[src/rtl/gnr_node_multi.sv]
// Multi-channel GNR boolean-network node: per-channel activator/inhibitor update with a programmable step divider.
// Optional network-quiet detection is compiled in with `define GNR_STEADY_DET_EN.
module gnr_node_multi #(
    parameter int NUM_CH   = 2,
    parameter int NUM_IN   = 3,
    parameter int DIV_W    = 4,
    parameter int STEADY_N = 4
) (
    input  logic                       clk,
    input  logic                       rst,
    input  logic                       reset_nos,
    input  logic                       init_state,
    input  logic [NUM_CH-1:0]          start,
    input  logic [NUM_CH*DIV_W-1:0]    div,
    input  logic                       mode_or,
    input  logic [NUM_IN-1:0]          act_mask,
    input  logic [NUM_IN-1:0]          inh_mask,
    input  logic [NUM_CH*NUM_IN-1:0]   in_reg,
    output logic [NUM_CH-1:0]          s,
    output logic [NUM_CH-1:0]          changed,
    output logic                       steady
);

    logic [NUM_CH-1:0] nxt;
    logic [NUM_CH-1:0] eval_now;
    logic [NUM_CH-1:0] flip_now;
    logic [DIV_W-1:0]  cnt [NUM_CH];

    always_comb begin
        // NOTE: every always_comb output gets a default first so no path can infer a latch.
        nxt      = '0;
        eval_now = '0;
        flip_now = '0;
        for (int c = 0; c < NUM_CH; c++) begin
            nxt[c] = (mode_or ? |(in_reg[c*NUM_IN +: NUM_IN] & act_mask)
                              : &(in_reg[c*NUM_IN +: NUM_IN] | ~act_mask))
                     & ~|(in_reg[c*NUM_IN +: NUM_IN] & inh_mask);
            eval_now[c] = start[c] & ~reset_nos & (cnt[c] == '0);
            flip_now[c] = eval_now[c] & (nxt[c] != s[c]);
        end
    end

    // NOTE: sequential state uses non-blocking assignments only, so every flop samples pre-edge values.
    always_ff @(posedge clk or negedge rst) begin
        if (!rst) begin
            s       <= '0;
            changed <= '0;
            // NOTE: cnt is a small flop array, not RAM, so it is deliberately cleared by reset.
            for (int c = 0; c < NUM_CH; c++) cnt[c] <= '0;
        end else if (reset_nos) begin
            s       <= {NUM_CH{init_state}};
            changed <= '0;
            for (int c = 0; c < NUM_CH; c++) cnt[c] <= '0;
        end else begin
            changed <= flip_now;
            for (int c = 0; c < NUM_CH; c++) begin
                if (start[c]) begin
                    if (cnt[c] == '0) begin
                        s[c]   <= nxt[c];
                        cnt[c] <= div[c*DIV_W +: DIV_W];
                    end else begin
                        cnt[c] <= cnt[c] - DIV_W'(1);
                    end
                end
            end
        end
    end

`ifdef GNR_STEADY_DET_EN
    localparam int QW = $clog2(STEADY_N + 1);

    logic [QW-1:0] quiet_cnt;

    // Cleared on the same edge that raises a changed pulse, so steady drops together with it.
    always_ff @(posedge clk or negedge rst) begin
        if (!rst) begin
            quiet_cnt <= '0;
        end else if (reset_nos || (|flip_now)) begin
            quiet_cnt <= '0;
        end else if ((|eval_now) && (quiet_cnt != QW'(STEADY_N))) begin
            quiet_cnt <= quiet_cnt + QW'(1);
        end
    end

    assign steady = (quiet_cnt == QW'(STEADY_N));
`else
    // STEADY_N only sizes the quiet counter; referenced here so the parameter stays bound.
    assign steady = 1'b0 & (STEADY_N > 0);
`endif

endmodule
[config.mk]
export PLATFORM = sky130hd
export DESIGN_NAME = gnr_node_multi
export DESIGN_NICKNAME = d
export VERILOG_FILES = /design/src/rtl/gnr_node_multi.sv
export SDC_FILE = /design/constraint.sdc
export NUM_CORES = 1
export LEC_CHECK = 0
export CAP_MARGIN = 40
export CELL_PAD_IN_SITES_DETAIL_PLACEMENT = 1
export CELL_PAD_IN_SITES_GLOBAL_PLACEMENT = 1
export CORE_MARGIN = 1.5
export CORE_UTILIZATION = 36
export CTS_BUF_LIST = sky130_fd_sc_hd__clkbuf_2 sky130_fd_sc_hd__clkbuf_4 sky130_fd_sc_hd__clkbuf_8
export DETAILED_ROUTE_END_ITERATION = 8
export PLACE_DENSITY_LB_ADDON = 0.25
export SYNTH_ARGS = -nofsm -noshare
export SYNTH_HDL_FRONTEND = slang
export SYNTH_SLANG_ARGS = --single-unit
[constraint.sdc]
create_clock -name clk -period 3.4 [get_ports clk]
set_input_delay 1.02 -clock clk [delete_from_list [all_inputs] [get_ports clk]]
set_output_delay 1.02 -clock clk [all_outputs]
set_load 0.1 [all_outputs]
==> impl_metrics.py <==
metrics = {
    "pwr": {
        "p_per_area_nw_per_um2": 412,
        "vdd_ir_drop_max_mv": 0.284,
        "power.leakage_nw": 0.502,
    },
    "timing": {
        "drv_slew": 0,
        "fin_skew_ps": 2.64,
        "setup_viol": 0,
        "timing.hold.ws_ps": 530,
        "setup_tns_ps": 0,
        "period_minus_slack_ps": 2390,
        "max_freq_mhz": 418,
        "period_share_pct": 70.3,
        "tightest_slew_ps": 600,
        "setup_ws_ps": 1010,
        "slew_headroom_pct": 59.9,
        "grt_setup_unrepaired": "no",
        "hold_violations": 0,
    },
    "flow_run": {
        "maxCapViolCount": 0,
    },
    "cts": {
        "cts-resized-gates": 0,
        "clk_path_buf_depth": 2,
        "clk_pin_slew_worst_paths_ps": 70,
        "cts_made_buffers": 3,
        "cts.sinks": 12,
        "htreeDepth": 1,
        "clk_latency_ps": 270,
        "cts_hold_buffers": 0,
        "cts_setup_buffers": 0,
        "clockRootBuffer": "clkbuf_4",
        "cts_tree": "yes",
    },
    "logic_synthesis": {
        "synth_area_leader_cell": "dfrtp_1",
        "syn_inst": 96,
        "synthFlopType": "dfrtp_1",
        "yosys_warnings": 0,
        "synth_top_area_share_pct": 34.4,
        "ys_seq_area_share_pct": 34.4,
        "synth.most_common_cell": "dfrtp_1",
        "synth_edf_count": 0,
        "synthesis.area_um2": 873,
        "syn_nets": 127,
        "yosys-top-cells-count": "dfrtp_1, nor2_1, a21oi_1, nand2b_1, inv_1",
        "postSynth.asyncResetShare_pct": 100,
        "synthTopCellsByArea": "dfrtp_1, ha_1, nand2b_1",
        "avgSynthCellArea_um2": 9.10,
        "synth_seq_cells": 12,
        "synth_cell_types": 33,
    },
    "worst_setup_path": {
        "cp-end-kind": "register",
        "path_class": "input pin to register",
        "r2r_end": "cnt[6]$_DFFE_PN0P_",
        "start_kind": "input pin",
        "r2r-start": "cnt[4]$_DFFE_PN0P_",
        "crit_required_ps": 3560,
        "reg2reg_depth": 6,
        "critPathMaxFanout": 4,
        "crit_arrival_ps": 2550,
        "rrSetupSlack_ps": 1560,
    },
    "cells_and_area": {
        "diodes": 0,
        "utilization_pct": 53.9,
        "final_area_um2": 1220,
        "drive_gt1_share_pct": 11.9,
        "syn2layout_area_growth_pct": 39.3,
        "fillers": 265,
        "finalNetCount": 158,
    },
    "route": {
        "ant_nets": 0,
        "dr.pass1.iters": 4,
        "viasPerCell": 5.55,
        "routedWlPerCell_um": 13.8,
        "drc": 0,
        "vias": 855,
        "drt_wl_total_mm": 2.13,
        "drtIter0Drc": 18,
    },
    "min_path": {
        "hold_path_class": "register to register",
        "min_to": "cnt[7]$_DFFE_PN0P_",
        "hold_depth": 1,
        "hp-start": "cnt[7]$_DFFE_PN0P_",
    },
    "floorplanning": {
        "initial_core_util_pct": 38.7,
        "coreArea_um2": 2250,
        "rows": 17,
        "die-area_um2": 2730,
        "ios": 32,
        "die_width_um": 52.3,
        "die_h_um": 52.3,
    },
    "global_route": {
        "grt_pass1_wl_mm": 3.68,
        "grt_overflow": 0,
        "antenna_found_initial": 0,
        "grt_pass1_vias": 866,
        "grt_usage_pct": 18.5,
        "grt_max_degree": 18,
    },
    "place": {
        "place_area_um2": 1180,
        "gp_congestion": 0.727,
        "dp_slack_ps": 731,
        "numPortBuffers": 30,
        "hpwlAfterDp_mm": 1.75,
    },
    "run_status": {
        "status": "finished clean",
    },
}
-- registers in the layout, summed over array words and instances, names as in the netlist --
signal,flops
s,2
cnt,8
changed,2
-- routing by layer --
| metal | part of all wire [%] | global-route usage [%] | wire [um] | up-vias |
|---|---|---|---|---|
| li1 | - | - | - | 413 |
| met1 | 44 | 21.6 | 928 | 409 |
| met2 | 47 | 31.6 | 1010 | 29 |
| met3 | 7.4 | 4.29 | 158 | 4 |
| met4 | 1.7 | 8.97 | 37 | 0 |
| met5 | 0 | 0 | 0 | - |
-- critical path, cell delays in order --
cell and delay, ps:
clkdlybuf4s50_1 530, a22oi_1 100, and3_1 180, nor4b_2 340
mux2_2 370
-- report_power, final --
group | internal (mW) | total (mW) | switching, mW
logic | 0.0925 | 0.212 | 0.120
registers | 0.160 | 0.178 | 0.0176
clock network | 0.0651 | 0.111 | 0.0460
total | 0.318 | 0.501 | 0.184
-- stage by stage --
stage	power, mW	instances
6_report	0.501	154
3_5_place_dp	0.395	150
4_1_cts	0.509	154
5_1_grt	0.543	154
2_1_floorplan	0.323	96
3_3_place_gp	0.387	150
-- cell usage in the layout, fill, tap and decap left out, drive strengths merged, types with 2 or more instances in the layout --
cell type      synthesis  layout
ha                     4       4
a21oi                  8       8
a211oi                 4       4
nand2                  4       4
clkdlybuf4s50          0      26
mux2                   5       5
o31ai                  3       3
nand2b                 8       8
nor3b                  5       5
dfrtp                 12      12
inv                    5       5
a22oi                  2       2
a222oi                 3       3
nor2                   9       9
clkbuf                 3       4
nor3                   3       3
buf                    1       4
nor4b                  2       2
a21boi                 3       3
-- cell type report --
cell class / count / area (um^2) / share of cell area, %
tap: 28 / 35.0 / 2.88
multi-input combinational: 75 / 536 / 44.0
inverter: 5 / 18.8 / 1.54
sequential: 12 / 300 / 24.7
timing repair buffer: 30 / 290 / 23.9
clock buffer: 4 / 36.3 / 2.98
-- cells by family (layout without fill, tap and decap cells) --
| logic type | Yosys count | count (layout) | share of synthesized area (%) |
|---|---|---|---|
| adders and majority gates | 4 | 4 | 5.73 |
| other | 1 | 1 | 0.429 |
| muxes | 6 | 6 | 8.02 |
| AOI/OAI and AO/OA | 28 | 28 | 22.6 |
| buffers and inverters | 9 | 39 | 4.30 |
| DFF | 12 | 12 | 34.4 |
| and+or+nand+nor | 36 | 36 | 24.5 |
-- how the worst max path moves through the flow --
stage	from	end	slack [ps]	cells after the start
after global routing	in_reg[3]	changed[1]$_DFF_PN0_	950	5
after floorplan	in_reg[3]	changed[1]$_DFF_PN0_	1330	4
after detailed placement	act_mask[1]	changed[0]$_DFF_PN0_	730	5
after CTS	act_mask[1]	changed[0]$_DFF_PN0_	1020	5
after global placement	act_mask[1]	changed[0]$_DFF_PN0_	770	5
final	act_mask[1]	changed[0]$_DFF_PN0_	1010	5
(Power assumes the default switching activity.)
